[src/rtl/sdram_arb_pkg.sv]
// Shared state encoding and counter-width helpers for the SDRAM arbiter.
package sdram_arb_pkg;

  localparam logic [1:0] ST_IDLE  = 2'd0;
  localparam logic [1:0] ST_ISSUE = 2'd1;
  localparam logic [1:0] ST_XFER  = 2'd2;
  localparam logic [1:0] ST_DONE  = 2'd3;

  // Width needed to hold values 0..max_val inclusive.
  function automatic int cnt_width(input int max_val);
    return (max_val < 1) ? 1 : $clog2(max_val + 1);
  endfunction

  localparam int DefBeatCntW = cnt_width(8);
  localparam int DefWdogCntW = cnt_width(1024);

endpackage

[src/rtl/sdram_arb_watchdog.sv]
// Cycle watchdog: counts while run is high, pulses expire on the TimeoutCycles-th cycle.
module sdram_arb_watchdog
  import sdram_arb_pkg::*;
#(
  parameter int TimeoutCycles = 1024
) (
  input  logic clk,
  input  logic rst_n,
  input  logic run,
  input  logic clear,
  output logic expire
);

  localparam int W = cnt_width(TimeoutCycles);
  localparam logic [W-1:0] CntLast = W'(TimeoutCycles - 1);

  logic [W-1:0] cnt_q, cnt_d;

  always_comb begin
    cnt_d = cnt_q;
    if (clear) begin
      cnt_d = '0;
    end else if (run && cnt_q != CntLast) begin
      cnt_d = cnt_q + W'(1);
    end
  end

  assign expire = run && !clear && (cnt_q == CntLast);

  always_ff @(posedge clk or negedge rst_n) begin
    if (!rst_n) begin
      cnt_q <= '0;
    end else begin
      cnt_q <= cnt_d;
    end
  end

endmodule

[src/rtl/sdram_arbiter.sv]
// Two-requester (burst write / burst read) arbiter in front of an SDRAM controller.
// Optional grant statistics outputs are enabled with SDRAM_ARB_STATS_EN.
module sdram_arbiter
  import sdram_arb_pkg::*;
#(
  parameter int AddressWidthSDRAM = 24,
  parameter int PixelBitWidth     = 16,
  parameter int BurstLengthSDRAM  = 8,
  parameter int MaxWriteStreak    = 4,
  parameter int TimeoutCycles     = 1024
) (
  input  logic                         CLK,
  input  logic                         RST,
  input  logic                         i_wr_req,
  input  logic [AddressWidthSDRAM-1:0] i_wr_addr,
  input  logic [PixelBitWidth-1:0]     i_wr_data,
  output logic                         o_wr_pop,
  output logic                         o_wr_done,
  input  logic                         i_rd_req,
  input  logic [AddressWidthSDRAM-1:0] i_rd_addr,
  output logic [PixelBitWidth-1:0]     o_rd_data,
  output logic                         o_rd_valid,
  output logic                         o_rd_done,
  output logic                         o_sdram_enable,
  output logic                         o_sdram_read,
  output logic [AddressWidthSDRAM-1:0] o_sdram_addr,
  output logic [PixelBitWidth-1:0]     o_sdram_pixel,
  input  logic                         i_sdram_busy,
  input  logic                         i_sdram_valid_wr,
  input  logic                         i_sdram_valid_rd,
  input  logic [PixelBitWidth-1:0]     i_sdram_pixel,
  output logic                         o_error
`ifdef SDRAM_ARB_STATS_EN
  ,
  output logic [15:0]                  o_wr_grants,
  output logic [15:0]                  o_rd_grants
`endif
);

  localparam int BeatW   = cnt_width(BurstLengthSDRAM);
  localparam int StreakW = cnt_width(MaxWriteStreak);
  localparam logic [BeatW-1:0]   BeatLast  = BeatW'(BurstLengthSDRAM);
  localparam logic [StreakW-1:0] StreakMax = StreakW'(MaxWriteStreak);

  logic [1:0]                   state_q, state_d;
  logic                         rd_q, rd_d;
  logic [AddressWidthSDRAM-1:0] addr_q, addr_d;
  logic                         en_q, en_d;
  logic [BeatW-1:0]             beat_q, beat_d;
  logic [StreakW-1:0]           streak_q, streak_d;
  logic                         err_q, err_d;
  logic [PixelBitWidth-1:0]     rd_data_q, rd_data_d;
  logic                         rd_valid_q, rd_valid_d;

  logic in_xfer, beat_room, wr_beat, rd_beat;
  logic wr_grant, rd_grant;
  logic wd_run, wd_clear, wd_expire;

  assign in_xfer   = (state_q == ST_XFER);
  assign beat_room = (beat_q < BeatLast);
  assign wr_beat   = in_xfer && !rd_q && i_sdram_valid_wr && beat_room;
  assign rd_beat   = in_xfer &&  rd_q && i_sdram_valid_rd && beat_room;

  // Writes win ties until the streak limit is reached, then one read gets through.
  assign wr_grant = (state_q == ST_IDLE) && i_wr_req && (!i_rd_req || streak_q != StreakMax);
  assign rd_grant = (state_q == ST_IDLE) && i_rd_req && !wr_grant;

  assign wd_run   = (state_q == ST_ISSUE) || in_xfer;
  assign wd_clear = !wd_run;

  sdram_arb_watchdog #(
    .TimeoutCycles(TimeoutCycles)
  ) u_watchdog (
    .clk   (CLK),
    .rst_n (RST),
    .run   (wd_run),
    .clear (wd_clear),
    .expire(wd_expire)
  );

  always_comb begin
    state_d    = state_q;
    rd_d       = rd_q;
    addr_d     = addr_q;
    en_d       = en_q;
    beat_d     = beat_q;
    streak_d   = streak_q;
    err_d      = 1'b0;
    rd_valid_d = rd_beat;
    rd_data_d  = rd_beat ? i_sdram_pixel : rd_data_q;
    if (wr_beat || rd_beat) begin
      beat_d = beat_q + BeatW'(1);
    end
    case (state_q)
      ST_IDLE: begin
        if (wr_grant) begin
          state_d = ST_ISSUE;
          rd_d    = 1'b0;
          addr_d  = i_wr_addr;
          en_d    = 1'b1;
          beat_d  = '0;
          if (!i_rd_req) begin
            streak_d = '0;
          end else if (streak_q != StreakMax) begin
            streak_d = streak_q + StreakW'(1);
          end
        end else if (rd_grant) begin
          state_d  = ST_ISSUE;
          rd_d     = 1'b1;
          addr_d   = i_rd_addr;
          en_d     = 1'b1;
          beat_d   = '0;
          streak_d = '0;
        end
      end
      ST_ISSUE: begin
        if (i_sdram_busy) begin
          en_d    = 1'b0;
          state_d = ST_XFER;
        end
      end
      ST_XFER: begin
        if (!i_sdram_busy) begin
          state_d = ST_DONE;
          err_d   = (beat_d < BeatLast);
        end
      end
      default: state_d = ST_IDLE;
    endcase
    // A stuck controller abandons the transaction silently apart from the error pulse.
    if (wd_expire) begin
      state_d = ST_IDLE;
      en_d    = 1'b0;
      err_d   = 1'b1;
    end
  end

  always_ff @(posedge CLK or negedge RST) begin
    if (!RST) begin
      state_q    <= ST_IDLE;
      rd_q       <= 1'b0;
      addr_q     <= '0;
      en_q       <= 1'b0;
      beat_q     <= '0;
      streak_q   <= '0;
      err_q      <= 1'b0;
      rd_data_q  <= '0;
      rd_valid_q <= 1'b0;
    end else begin
      state_q    <= state_d;
      rd_q       <= rd_d;
      addr_q     <= addr_d;
      en_q       <= en_d;
      beat_q     <= beat_d;
      streak_q   <= streak_d;
      err_q      <= err_d;
      rd_data_q  <= rd_data_d;
      rd_valid_q <= rd_valid_d;
    end
  end

  assign o_sdram_enable = en_q;
  assign o_sdram_read   = rd_q;
  assign o_sdram_addr   = addr_q;
  assign o_sdram_pixel  = (in_xfer && !rd_q) ? i_wr_data : '0;
  assign o_wr_pop       = wr_beat;
  assign o_wr_done      = (state_q == ST_DONE) && !rd_q;
  assign o_rd_done      = (state_q == ST_DONE) &&  rd_q;
  assign o_rd_data      = rd_data_q;
  assign o_rd_valid     = rd_valid_q;
  assign o_error        = err_q;

`ifdef SDRAM_ARB_STATS_EN
  logic [15:0] wr_grants_q, wr_grants_d;
  logic [15:0] rd_grants_q, rd_grants_d;

  always_comb begin
    wr_grants_d = wr_grants_q;
    rd_grants_d = rd_grants_q;
    if (wr_grant && wr_grants_q != 16'hFFFF) wr_grants_d = wr_grants_q + 16'd1;
    if (rd_grant && rd_grants_q != 16'hFFFF) rd_grants_d = rd_grants_q + 16'd1;
  end

  always_ff @(posedge CLK or negedge RST) begin
    if (!RST) begin
      wr_grants_q <= '0;
      rd_grants_q <= '0;
    end else begin
      wr_grants_q <= wr_grants_d;
      rd_grants_q <= rd_grants_d;
    end
  end

  assign o_wr_grants = wr_grants_q;
  assign o_rd_grants = rd_grants_q;
`endif

endmodule

[config.mk]
export PLATFORM = sky130hd
export DESIGN_NAME = sdram_arbiter
export DESIGN_NICKNAME = d
export VERILOG_FILES = /design/src/rtl/sdram_arb_pkg.sv /design/src/rtl/sdram_arb_watchdog.sv /design/src/rtl/sdram_arbiter.sv
export SDC_FILE = /design/constraint.sdc
export NUM_CORES = 1
export LEC_CHECK = 0
export CAP_MARGIN = 20
export CELL_PAD_IN_SITES_DETAIL_PLACEMENT = 1
export CELL_PAD_IN_SITES_GLOBAL_PLACEMENT = 1
export CORE_UTILIZATION = 27
export DETAILED_ROUTE_END_ITERATION = 8
export GPL_ROUTABILITY_DRIVEN = 0
export PLACE_DENSITY_LB_ADDON = 0.1
export SLEW_MARGIN = 20
export SYNTH_ARGS = -nofsm -noshare
export SYNTH_HDL_FRONTEND = slang
export SYNTH_SLANG_ARGS = --single-unit
[constraint.sdc]
create_clock -name CLK -period 1.9 [get_ports CLK]
set_clock_uncertainty 0.1 [all_clocks]
set_input_delay 0.285 -clock CLK [delete_from_list [all_inputs] [get_ports CLK]]
set_output_delay 0.285 -clock CLK [all_outputs]
set_load 0.02 [all_outputs]
### Yosys cells after proc, flatten, opt, wreduce, memory -nomap -nowiden

Index checks and enable logic that the tools add are counted.

| word-level totals | value |
|---|---|
| memories | 0 |
| output and inout bits | 63 |
| input port bits | 87 |
| logic and storage cells | 81 |
| bits in writable memories | 0 |
| latch bits | 0 |
| bits in read-only memories | 0 |
| register bits after elaboration | 64 |

| operators by class | value |
|---|---|
| equality and inequality tests | 11 |
| reductions and logical operators | 27 |
| bitwise operators | 0 |
| div/mod/pow operators | 0 |
| multiply operators | 0 |
| add/sub/neg operators | 3 |
| shifts and indexed selects | 0 |
| magnitude comparators | 2 |
| mux-type cells | 28 |

Operators by type and width:

| cell | number |
|---|---|
| 2-to-1 mux 24 bit | 2 |
| 2-to-1 mux 11 bit | 2 |
| 2-to-1 mux 16 bit | 1 |
| 2-to-1 mux 4 bit | 4 |
| logical AND 1 bit | 14 |
| 2-to-1 mux 3 bit | 4 |
| adder 11 x 1 -> 11 bit, second input constant | 1 |
| == test 11 x 10 -> 1 bit, second input constant | 1 |
| != test 11 x 10 -> 1 bit, second input constant | 1 |
| 2-to-1 mux 2 bit | 5 |
| != test 3 x 2 -> 1 bit, second input constant | 3 |
| AND reduction 3 bit | 3 |
| less-than comparator 4 bit, second input constant | 2 |
| 2-to-1 mux 1 bit | 8 |
| one-hot mux 2 bit (3 select lines) | 1 |
| adder 4 x 1 -> 4 bit, second input constant | 1 |
| == test 2 bit, second input constant | 2 |
| != test 4 x 3 -> 1 bit, second input constant | 1 |
| adder 3 x 1 -> 3 bit, second input constant | 1 |
| logical NOT 1 bit | 3 |
| logical OR 1 bit | 3 |
| != test 3 bit, second input constant | 1 |
| nonzero test 3 bit | 1 |
| == test 2 x 1 -> 1 bit, second input constant | 1 |
| 5 further kinds | 5 |

### Logic depth before layout (Yosys ltp)

| logic depth | value |
|---|---|
| depth after elaboration | 10 |
| gate-level depth with buffers | 9 |
| gate-level depth less buffers | 6 |

### Modules after synthesis

Synthesis repeated with hierarchy kept, for this count alone.

| unflattened totals | value |
|---|---|
| cells, all modules | 338 |
| area, all modules | 3435.8 µm² |

Modules (own cells, without submodules):

| module | times used | seq. area each (µm²) | area an instance (µm²) | cells each |
|---|---|---|---|---|
| sdram_arbiter | 1 | 1326.3 | 2762.6 | 271 |
| sdram_arb_watchdog | 1 | 275.3 | 673.1 | 67 |

### Worst setup path after synthesis

No wires, ideal clock.

| timing | value |
|---|---|
| path type | register -> register |
| start | register state_q[0] |
| end | register addr_q[14] (netlist: o_sdram_addr[14]) |
| required time | 1.668 ns |
| arrival time | 1.603 ns |
| stages on the path, launching flop included | 10 |
| path buffers | 3 |
| library setup time | 0.132 ns |
| period minus slack after synthesis | 1.835 ns |
| setup slack | 0.065 ns |
| cells stage by stage | dfrtp_1 inv_1 ha_1 buf_4 nand2_1 a31oi_1 buf_2 buf_4 mux2i_1 o21ai_1 |

| between the ends | value |
|---|---|
| word-level cells in the longest chain between the ends | 7 |
| elaborated cells on any way between the ends | 9 |
| those cells by class | 1 x mux; 8 x reduce/logical |

RTL lines:

| item | line | source |
|---|---|---|
| start: declaration | sdram_arbiter.sv:45 | `logic [1:0] state_q, state_d;` |
| start signal: assignment | sdram_arbiter.sv:150 | `state_q <= state_d;` |
| logical NOT 2 bit (*) | sdram_arbiter.sv:65, sdram_arbiter.sv:66, sdram_arbiter.sv:94 |  |
| logical AND 1 bit (2 in a row) | sdram_arbiter.sv:65 | `assign wr_grant = (state_q == ST_IDLE) && i_wr_req && (!i_rd_req \|\| streak_q != StreakMax);` |
| logical NOT 1 bit | sdram_arbiter.sv:66 | `assign rd_grant = (state_q == ST_IDLE) && i_rd_req && !wr_grant;` |
| logical AND 1 bit | sdram_arbiter.sv:66 |  |
| nonzero test 2 bit (no line) | - |  |
| AND reduction 2 bit (no line) | - |  |
| end signal: assignment | sdram_arbiter.sv:152 | `addr_q <= addr_d;` |
| end: declaration | sdram_arbiter.sv:47 | `logic [AddressWidthSDRAM-1:0] addr_q, addr_d;` |

Every way passes the cells marked *; elsewhere a longest branch is shown, timed or not.
A chain may end at the register's enable or synchronous reset.

### Worst setup path in the final report

| timing | value |
|---|---|
| start | register state_q[0] |
| end | output port o_sdram_pixel[4] |

| between the ends | value |
|---|---|
| word-level cells in the longest chain between the ends | 3 |

RTL lines:

| item | line | source |
|---|---|---|
| == test 2 bit | sdram_arbiter.sv:59 | `assign in_xfer = (state_q == ST_XFER);` |
| logical AND 1 bit | sdram_arbiter.sv:165 | `assign o_sdram_pixel = (in_xfer && !rd_q) ? i_wr_data : '0;` |
| 2-to-1 mux 16 bit | sdram_arbiter.sv:165 |  |
| end: declaration | sdram_arbiter.sv:27 | `output logic [PixelBitWidth-1:0] o_sdram_pixel,` |

No other way between the ends.

==> results.txt <==
----------------------------------------------------
[STA]
  Slew margin rel. ... 0.679
  Slew at the pin closest to its max-slew limit ... 0.479 ns
  Number of slew-limit violations in the final report ... 0
  Fmax ... 530 MHz
  Finish-stage setup viols ... 0
  Hold Worst Slack ... 0.265 ns
  Minimum clock period ... 1.89 ns
  Number of endpoints with negative hold slack in the final report ... 0
  Final cycle utilization of the critical path ... 0.993
  RSZ-0062 raised after global routing ... yes

[Clocking]
  Number of buffers on the longest clock path ... 2
  Max H-tree Level ... 3
  Clock slew at reported path FFs ... 0.06 ns
  CTS tree ... yes
  Root buffer selected by CTS ... sky130_fd_sc_hd__clkbuf_16
  Clock latency at the later pin of the worst-skew pair ... 0.33 ns
  TritonCTS buffer count ... 9
  # clock sinks ... 64

[Route]
  Detail-routed via count per cell ... 4.51
  DRT iter0 DRCs ... 34
  Antenna-violating nets left ... 0
  Number of vias after detailed routing ... 2741
  First-pass DRT Iterations ... 4
  Number of DRC violations after detailed routing ... 0
  Wirelength, routed ... 8540 µm
  Routed WL per cell ... 14.0 µm

[Power]
  Power per cell area ... 1520 nW/µm²
  Sum of internal, switching and leakage power ... 8.43 mW
  Maximum resistive drop on vdd ... 0.000585 V
  Leakage ... 2.40 nW

[Placement]
  Cell area after placement ... 5000 µm²
  Placed Instances ... 587
  Count of buffers from port buffering ... 149
  Post-detailed-placement half-perimeter wirelength ... 6590 µm

[Cells and area]
  Net count of the finished layout ... 559
  Multi-input combinational cell area ... 1540 µm²
  Ant. Diodes ... 0
  Area occupied by registers ... 1600 µm²
  Final non-filler cell total ... 608
  Cell area after layout ... 5540 µm²
  Number of filler cells placed in the layout ... 1209
  Layout Area Growth over Synthesis ... 78.0%
  Fraction of layout cells with a size suffix above 1 ... 0.218

[Setup path]
  Critical Path Most Common Cell ... sky130_fd_sc_hd__buf_6
  Critical path, cell by cell ... inv_2, ha_4, nor2b_4, buf_6, and2_4, buf_6
  Slowest cell on the critical path ... sky130_fd_sc_hd__dfrtp_1
  Crit path kind ... reg2out
  Required time worst endpoint ... 1.51 ns
  Arrival time of data at the critical path endpoint ... 1.50 ns
  Max incr delay on CP ... 0.39 ns
  Setup crit end kind ... primary output
  Launching element type of the critical path ... flip-flop
  Highest net fanout along the worst path ... 8

[Logic synthesis]
  EDFF count, synth ... 0
  Most frequently used flop master after synthesis ... sky130_fd_sc_hd__dfrtp_1
  Cell variety after synth ... 46
  Top cell type by total area after synthesis ... sky130_fd_sc_hd__dfrtp_1
  Flops & latches, synth ... 64
  Largest cells by area after synthesis ... sky130_fd_sc_hd__dfrtp_1 (51%), sky130_fd_sc_hd__mux2i_1 (8.4%), sky130_fd_sc_hd__mux2_1 (6.1%), sky130_fd_sc_hd__and2_1 (4.6%), sky130_fd_sc_hd__o21ai_1 (4.2%)
  Synth warnings ... 0
  Share of the yosys chip area belonging to registers ... 0.514
  Synthesized net count ... 377
  Mean Syn Cell Area ... 11.1 µm²
  Area share of the largest cell type after synthesis ... 0.514
  Syn Inst Count ... 281
  Synthesized cell area ... 3120 µm²
  FFs w/ async S/R, synth ... 1.00

[Outcome]
  Outcome ... completed

[Floorplan]
  Boundary Pins ... 150
  Die width ... 109 µm
  Standard-cell rows ... 38
  Core area ... 11000 µm²
  Height of the die ... 109 µm
  Die ar. ... 12000 µm²
  Effective utilization at floorplan ... 0.282

[Global routing]
  Number of antenna violations at the first check in global routing ... 0
  Maximum number of pins on one net before global-route repair ... 35
  Via count of the first global-routing pass ... 2803
  Wire length of the first global-routing pass ... 13800 µm
  GRT Overall Usage ... 0.152
  Overflow left after global routing ... 0

[Min path]
  Worst min path class ... in2async

[Run]
  Number of maximum-capacitance constraint violations ... 0

----------------------------------------------------
[cells by family after synthesis]
group | Yosys count | synth area share
adders and majority gates | 9 | 0.0361
DFF | 64 | 0.514
xor gates and xnor gates | 6 | 0.0169
AOI/OAI and AO/OA | 54 | 0.112
muxes | 43 | 0.145
buffers and inverters | 21 | 0.0309
and+or+nand+nor | 84 | 0.145
[per-layer routing]
metal  GRT usage  wire length, µm  vias up
met2       0.250             4120      102
met1       0.178             3530     1288
met5           0                0        -
met3      0.0664              810        5
li1            -                -     1346
met4      0.0457               74        0
[critical path, delay by kind of cell (launching register included)]
family | cells | cell delay (ns)
fa+ha+maj | 1 | 0.13
simple gates | 2 | 0.32
flops | 1 | 0.39
buf+inv | 3 | 0.34
[sequential cells by signal (all words and copies together), names as in the netlist]
signal            cells
o_sdram_addr         24
o_rd_data            16
u_watchdog.cnt_q     11
beat_q                4
streak_q              3
state_q               2
o_error               1
o_rd_valid            1
o_sdram_enable        1
o_sdram_read          1
[per-stage QoR]
stage	setup TNS (ns)	worst slack (ns)	util
after global routing	-1.38	-0.0952	0.503
after global placement	-4.69	-0.151	0.454
final	0	0.0137	0.503
after floorplan	0	0.0649	-
after detailed placement	-7.93	-0.260	0.454
after CTS	-0.137	-0.0195	0.495
[synth_stat cells (7+ instances only)]
cell,count
sky130_fd_sc_hd__dfrtp_1,64
sky130_fd_sc_hd__mux2i_1,26
sky130_fd_sc_hd__ha_1,9
sky130_fd_sc_hd__nand2_1,30
sky130_fd_sc_hd__nor2_1,9
sky130_fd_sc_hd__inv_1,8
sky130_fd_sc_hd__mux2_1,17
sky130_fd_sc_hd__o21ai_1,26
sky130_fd_sc_hd__and2_1,23
sky130_fd_sc_hd__clkbuf_1,7
[cell usage in the layout (no fill, tap or decap), types with 2 or more instances in the layout]
master	instances
sky130_fd_sc_hd__nand3_1	4
sky130_fd_sc_hd__or3_1	4
sky130_fd_sc_hd__clkbuf_16	9
sky130_fd_sc_hd__nor2b_1	2
sky130_fd_sc_hd__mux2i_1	26
sky130_fd_sc_hd__a32o_1	2
sky130_fd_sc_hd__ha_4	2
sky130_fd_sc_hd__buf_12	5
sky130_fd_sc_hd__o21ai_0	4
sky130_fd_sc_hd__o22ai_1	2
sky130_fd_sc_hd__and2_4	16
sky130_fd_sc_hd__dfrtp_1	64
sky130_fd_sc_hd__o21a_1	2
sky130_fd_sc_hd__xor2_1	2
sky130_fd_sc_hd__o21ai_1	26
sky130_fd_sc_hd__buf_2	2
sky130_fd_sc_hd__o311a_1	2
sky130_fd_sc_hd__buf_6	23
sky130_fd_sc_hd__a21boi_1	3
sky130_fd_sc_hd__and4_1	2
sky130_fd_sc_hd__ha_1	5
sky130_fd_sc_hd__inv_1	7
sky130_fd_sc_hd__nor2_1	9
sky130_fd_sc_hd__bufinv_16	3
sky130_fd_sc_hd__and3_1	2
sky130_fd_sc_hd__clkdlybuf4s50_1	128
sky130_fd_sc_hd__inv_2	2
sky130_fd_sc_hd__nand2_1	29
sky130_fd_sc_hd__and2_1	7
sky130_fd_sc_hd__a21o_1	2
sky130_fd_sc_hd__buf_4	23
sky130_fd_sc_hd__ha_2	2
sky130_fd_sc_hd__mux2_1	17
sky130_fd_sc_hd__xnor2_1	4
[timing repair]
action	4_1_cts	5_1_grt
hold endpoints to repair	10	0
pin swaps	10	11
setup buffers	2	1
hold buffers	1	0
gates cloned	1	0
gates resized for setup	130	19
setup endpoints to repair	63	41
[power breakdown]
part / switching [mW] / internal [mW] / leakage (nW)
Sequential: 0.322 / 1.91 / 0.806
Combinational: 2.03 / 2.23 / 1.43
Clock: 0.622 / 1.32 / 0.169
Total: 2.97 / 5.46 / 2.40
[path summary, 6_finish.rpt]
kind / slack [ns] / depth (start not counted) / from / endpoint
setup / recovery: 0.01 / 6 / state_q[0] / o_sdram_pixel[4]
hold / removal: 0.27 / 2 / RST / o_rd_data[2]
setup reg to reg: 0.08 / 8 / state_q[1] / o_sdram_addr[23]
hold reg to reg: 0.38 / 2 / o_sdram_addr[2] / o_sdram_addr[2]
max in group asynchronous: 0.80 / 4 / RST / o_sdram_addr[14]
min in group CLK: 0.38 / 2 / o_sdram_addr[2] / o_sdram_addr[2]
[cell type report]
cell class,instances,area share
repair buffers,183,0.332
well taps,140,0.0316
clock inverters,6,0.0208
clock buffers,10,0.0431
flip-flops and latches,64,0.289
multi-input cells,196,0.277
inverters,9,0.00609
No activity file was read; power rests on OpenSTA's default activity.
